<file path="config.mk">
export PLATFORM = sky130hd
export DESIGN_NAME = event_blinker
export DESIGN_NICKNAME = d
export VERILOG_FILES = /design/src/rtl/event_blinker_pkg.sv /design/src/rtl/event_blinker_cycle_timer.sv /design/src/rtl/event_blinker.sv
export SDC_FILE = /design/constraint.sdc
export NUM_CORES = 1
export LEC_CHECK = 0
export CAP_MARGIN = 20
export CORE_MARGIN = 2
export CORE_UTILIZATION = 56
export DETAILED_ROUTE_END_ITERATION = 12
export GPL_ROUTABILITY_DRIVEN = 1
export GPL_TIMING_DRIVEN = 0
export PLACE_DENSITY = 0.75
export RECOVER_POWER = 100
export SETUP_SLACK_MARGIN = 0.4
export SLEW_MARGIN = 5
export SYNTH_ARGS = -nofsm -noshare
export SYNTH_HDL_FRONTEND = slang
export SYNTH_HIERARCHICAL = 1
export SYNTH_SLANG_ARGS = --single-unit
</file>
<file path="constraint.sdc">
create_clock -name clk -period 3.5 [get_ports clk]
set_input_delay 0.525 -clock clk [delete_from_list [all_inputs] [get_ports clk]]
set_output_delay 0.525 -clock clk [all_outputs]
set_load 0.05 [all_outputs]
</file>
<file path="src/rtl/event_blinker_pkg.sv">
// Shared definitions for the event blinker: FSM state encodings, default LED
// timing constants, and the timer width helper.
package event_blinker_pkg;

  typedef enum logic [1:0] {
    ST_IDLE = 2'd0,
    ST_ON   = 2'd1,
    ST_OFF  = 2'd2
  } blink_state_e;

  localparam int unsigned DEFAULT_ON_CYCLES   = 25_000_000;
  localparam int unsigned DEFAULT_OFF_CYCLES  = 25_000_000;
  localparam int unsigned DEFAULT_MAX_PENDING = 7;

  // Width of the phase down-counter; clamped to 1 so one-cycle phases still get a real register.
  function automatic int unsigned timer_width(input int unsigned on_c, input int unsigned off_c);
    int unsigned m;
    m = (on_c > off_c) ? on_c : off_c;
    return ($clog2(m) < 1) ? 1 : $clog2(m);
  endfunction

endpackage

</file>
<file path="src/rtl/event_blinker_cycle_timer.sv">
// Loadable down-counter for blink phase timing. Load wins over counting;
// the count holds at zero until reloaded.
module cycle_timer #(
  parameter int unsigned TW = 8
) (
  input  logic          clk,
  input  logic          rst_n,
  input  logic          load,
  input  logic [TW-1:0] load_value,
  output logic          zero
);

  logic [TW-1:0] count;

  always_ff @(posedge clk or negedge rst_n) begin
    if (!rst_n) begin
      count <= '0;
    end else if (load) begin
      count <= load_value;
    end else if (count != '0) begin
      count <= count - 1'b1;
    end
  end

  assign zero = (count == '0);

endmodule

</file>
<file path="src/rtl/event_blinker.sv">
// Turns single-cycle event strobes into visible LED blinks (ON high, OFF low per
// event); events arriving mid-blink queue in a saturating counter and replay back-to-back.
module event_blinker
  import event_blinker_pkg::*;
#(
  parameter int unsigned ON_CYCLES   = DEFAULT_ON_CYCLES,
  parameter int unsigned OFF_CYCLES  = DEFAULT_OFF_CYCLES,
  parameter int unsigned MAX_PENDING = DEFAULT_MAX_PENDING
) (
  input  logic                               clk,
  input  logic                               rst_n,
  input  logic                               event_in,
  input  logic                               clear,
  output logic                               led_out,
  output logic                               busy,
  output logic [$clog2(MAX_PENDING+1)-1:0]   pending_cnt,
  output logic                               overflow
);

  localparam int unsigned TW = timer_width(ON_CYCLES, OFF_CYCLES);
  localparam int unsigned PW = $clog2(MAX_PENDING + 1);

  localparam logic [TW-1:0] ON_LOAD  = TW'(ON_CYCLES - 1);
  localparam logic [TW-1:0] OFF_LOAD = TW'(OFF_CYCLES - 1);
  localparam logic [PW-1:0] MAX_CNT  = PW'(MAX_PENDING);

  blink_state_e  state;
  logic          timer_zero;
  logic          timer_load;
  logic [TW-1:0] timer_value;
  logic          start_req;
  logic          consume;
  logic [PW-1:0] pend_next;
  logic          pend_drop;

  // A new blink may start from IDLE at once, or from OFF only when its gap has elapsed.
  assign start_req = event_in | (pending_cnt != '0);
  assign consume   = ~clear & start_req &
                     ((state == ST_IDLE) | ((state == ST_OFF) & timer_zero));

  always_comb begin
    timer_load  = 1'b0;
    timer_value = '0;
    if (clear) begin
      timer_load  = 1'b1;
      timer_value = '0;
    end else if (consume) begin
      timer_load  = 1'b1;
      timer_value = ON_LOAD;
    end else if ((state == ST_ON) && timer_zero) begin
      timer_load  = 1'b1;
      timer_value = OFF_LOAD;
    end
  end

  // Arrival and consumption in the same cycle cancel: the event passes straight through.
  always_comb begin
    pend_next = pending_cnt;
    pend_drop = 1'b0;
    if (event_in && !consume) begin
      if (pending_cnt == MAX_CNT) begin
        pend_drop = 1'b1;
      end else begin
        pend_next = pending_cnt + 1'b1;
      end
    end else if (!event_in && consume) begin
      pend_next = pending_cnt - 1'b1;
    end
  end

  cycle_timer #(
    .TW(TW)
  ) u_timer (
    .clk        (clk),
    .rst_n      (rst_n),
    .load       (timer_load),
    .load_value (timer_value),
    .zero       (timer_zero)
  );

  always_ff @(posedge clk or negedge rst_n) begin
    if (!rst_n) begin
      state       <= ST_IDLE;
      led_out     <= 1'b0;
      busy        <= 1'b0;
      pending_cnt <= '0;
      overflow    <= 1'b0;
    end else if (clear) begin
      state       <= ST_IDLE;
      led_out     <= 1'b0;
      busy        <= 1'b0;
      pending_cnt <= '0;
      overflow    <= 1'b0;
    end else begin
      pending_cnt <= pend_next;
      overflow    <= pend_drop;
      case (state)
        ST_IDLE: begin
          if (consume) begin
            state   <= ST_ON;
            led_out <= 1'b1;
            busy    <= 1'b1;
          end
        end
        ST_ON: begin
          if (timer_zero) begin
            state   <= ST_OFF;
            led_out <= 1'b0;
          end
        end
        ST_OFF: begin
          if (timer_zero) begin
            if (consume) begin
              state   <= ST_ON;
              led_out <= 1'b1;
            end else begin
              state <= ST_IDLE;
              busy  <= 1'b0;
            end
          end
        end
        default: begin
          state   <= ST_IDLE;
          led_out <= 1'b0;
          busy    <= 1'b0;
        end
      endcase
    end
  end

endmodule

</file>
==> flow_metrics.tcl <==
set metrics [dict create \
    yosys_warnings 6 \
    failed_checks "max-capacitance violations, max-slew violations" \
    routedWlPerCell_um 14.7 \
    final.setup.worst_slack_ns 0.453 \
    initial_utilization 0.593 \
    slew_headroom -0.155 \
    synth_edf_count 0 \
    core_um2 3420 \
    io_buffers 9 \
    routed_wl_mm 4.25 \
    vias 1706 \
    cts_tree "built" \
    synth_async_sr_flop_share 1.00 \
    clock_sinks 33 \
    ctsHtreeMaxLevel 2 \
    dpl.hpwl_mm 2.95 \
    drt_iter0_drc 136 \
    post-route-period-util 0.870 \
    grt_pass1_wl_mm 7.69 \
    syn2layout_area_growth_pct 13.0 \
    antenna_found_initial 0 \
    setup.worst_path.end_class "flip-flop" \
    syn_area_um2 2030 \
    synth_cells 216 \
    worst_pin_slew_ns 1.73 \
    yosysSeqAreaShare 0.408 \
    layout.nets 248 \
    cts_hold_buf 0 \
    hold_path.class "reg2reg" \
    vias_per_cell 5.92 \
    setup_viol 0 \
    status "complete, but fails checks" \
    powerDensity_nw_per_um2 491 \
    clock_latency_ns 0.35 \
    r2r_setup_slack_ns 0.45 \
    grt_max_degree 34 \
    r2r-start "u_timer/count[13]$_DFFE_PN0P_" \
    cap_viol_max_count 1 \
    ys.flop_type "dfrtp_1" \
    rows 21 \
    drive_gt1_frac 0.157 \
    path_class "reg2reg" \
    finalHoldViolations 0 \
    fp.dieW_um 64.1 \
    cts_max_path_buffers 2 \
    fin_worst_skew_ns 0.0188 \
    fin_crit_ns 3.05 \
    grt_overflow 0 \
    cts_inserted_buffers 5 \
    synth-seq-cells 33 \
    dieArea_um2 4110 \
    grt_pass1_vias 1685 \
    yosysUniqueCellTypes 49 \
    grt_use_total 0.238 \
    place.gp.congestion 0.820 \
    clock.fmax_ghz 0.328 \
    peakVddDrop_v 0.000210 \
    leakage_nw 0.935 \
    clk_pin_slew_ns 0.10 \
    ant_nets 0 \
    pin_count 10 \
    startpoint "u_timer/count[13]$_DFFE_PN0P_" \
    synth.avg_cell_area_um2 9.38 \
    arrival_ns 3.33 \
    drc_errors 0 \
    cp_max_fo 6 \
    finalMaxSlewViolations 34 \
    fill_cells 286 \
    crit_required_ns 3.78 \
    firstDrtPassIters 4 \
    die_h_um 64.1 \
    min_from "led_out$_DFFE_PN0P_" \
    hold_slack_ns 0.552 \
    pre_cts_ws_ns -0.0792 \
    worstSetupStartpointType "flip-flop" \
    rsz0062_at_grt "false" \
    cts_root_buf "clkbuf_4" \
    n_antenna_cell 0 \
]
[state kept, by name (all words and copies together), names as in the netlist]
name           count
u_timer/count     25
pending_cnt        3
state              2
busy               1
led_out            1
overflow           1
[area by class of cell]
| class | count | area (um^2) | area share |
|---|---|---|---|
| multi-input combinational | 172 | 1150 | 0.501 |
| sequential | 33 | 826 | 0.361 |
| timing repair buffer | 11 | 98.8 | 0.0432 |
| clock buffer | 7 | 65.1 | 0.0284 |
| buffer | 10 | 58.8 | 0.0257 |
| tap | 46 | 57.6 | 0.0252 |
| inverter | 8 | 30.0 | 0.0131 |
| clock inverter | 1 | 5.00 | 0.00219 |
[Yosys cell counts (2+ instances only)]
master	instances	area, um^2
buf_6	2	22.5
nand4_1	3	18.8
nand2b_1	3	18.8
ha_1	3	37.5
nor2b_1	3	18.8
nor3_1	10	50.1
a31oi_1	2	12.5
nor2_1	12	45.0
nor4_1	6	37.5
nor4_2	3	37.5
mux2i_1	3	30.0
nand3_1	3	15.0
or4_1	2	15.0
o21ai_1	9	45.0
buf_2	3	15.0
clkbuf_1	4	15.0
dfrtp_1	33	826
inv_1	8	30.0
a21oi_1	5	25.0
o21ai_2	2	17.5
nand2_1	31	116
a32o_1	2	20.0
o31ai_1	12	90.1
a211oi_1	2	15.0
o21ai_0	5	25.0
xor2_1	3	26.3
or4_4	2	22.5
xnor2_1	19	166
[final timing paths]
path | to | cells after the start
max in group asynchronous | u_timer/count[0]$_DFFE_PN0P_ | 1
worst min register to register | led_out$_DFFE_PN0P_ | 2
min in group asynchronous | u_timer/count[11]$_DFFE_PN0P_ | 1
worst max register to register | pending_cnt[2]$_DFFE_PN0P_ | 13
worst max-delay path | pending_cnt[2]$_DFFE_PN0P_ | 13
worst min-delay path | led_out$_DFFE_PN0P_ | 2
[metrics by stage]
step           utilization  std cells  total power [W]  area [um^2]  TNS (ns)
6_report             0.670        288          0.00112         2290         0
5_1_grt              0.670        288          0.00120         2290         0
4_1_cts              0.669        287          0.00113         2290         0
3_5_place_dp         0.643        278         0.000880         2200    -0.393
3_3_place_gp         0.645        278         0.000865         2200         0
2_1_floorplan            -        223         0.000790         2050         0
[power breakdown]
part	switching, W	leakage (nW)	internal, W
clock	0.000134	0.0413	0.000116
sequential	0.0000762	0.420	0.000440
combinational	0.000206	0.473	0.000150
total	0.000416	0.935	0.000707
[critical path, stage by stage (launching register included)]
cell	delay, ns
dfrtp_1	0.43
or4_4	0.57
nand2b_4	0.19
nor3_1	0.31
buf_6	0.18
nand2b_4	0.15
nand2_2	0.10
nand2_2	0.12
xor2_1	0.07
ha_1	0.22
nor3_2	0.16
nand4_1	0.11
a211oi_1	0.24
a41o_1	0.12
[cells in the final DEF, fill, tap and decap left out, types with 4 or more instances in the layout]
cell type / n
a21oi_1: 5
clkbuf_1: 4
clkbuf_4: 5
conb_1: 8
dfrtp_1: 33
dlygate4sd3_1: 6
inv_1: 8
nand2_1: 29
nor2_1: 11
nor3_1: 10
nor4_1: 6
o21ai_0: 11
o31ai_1: 12
xnor2_1: 19
[repair_timing]
action | 4_1_cts | 5_1_grt
gates resized for setup | 5 | 8
endpoints found under the setup margin | 19 | 15
pin swaps | 1 | 0
hold endpoints to repair | 0 | 0
buffers inserted | 1 | 1
[cells by family after synthesis]
kind of cell / synth area share
other cells: 0.00185
flops: 0.408
buf+inv: 0.0476
fa+ha+maj: 0.0185
xor+xnor: 0.0951
compound gates: 0.163
simple gates: 0.246
mux: 0.0204
[layer usage]
metal	GRT usage	vias up	share of wire
met5	0	-	0
met4	0.0984	0	0.020
met3	0.0581	9	0.039
met2	0.397	41	0.49
met1	0.295	825	0.45
li1	-	831	-
Power figures use the tool's default switching activity.
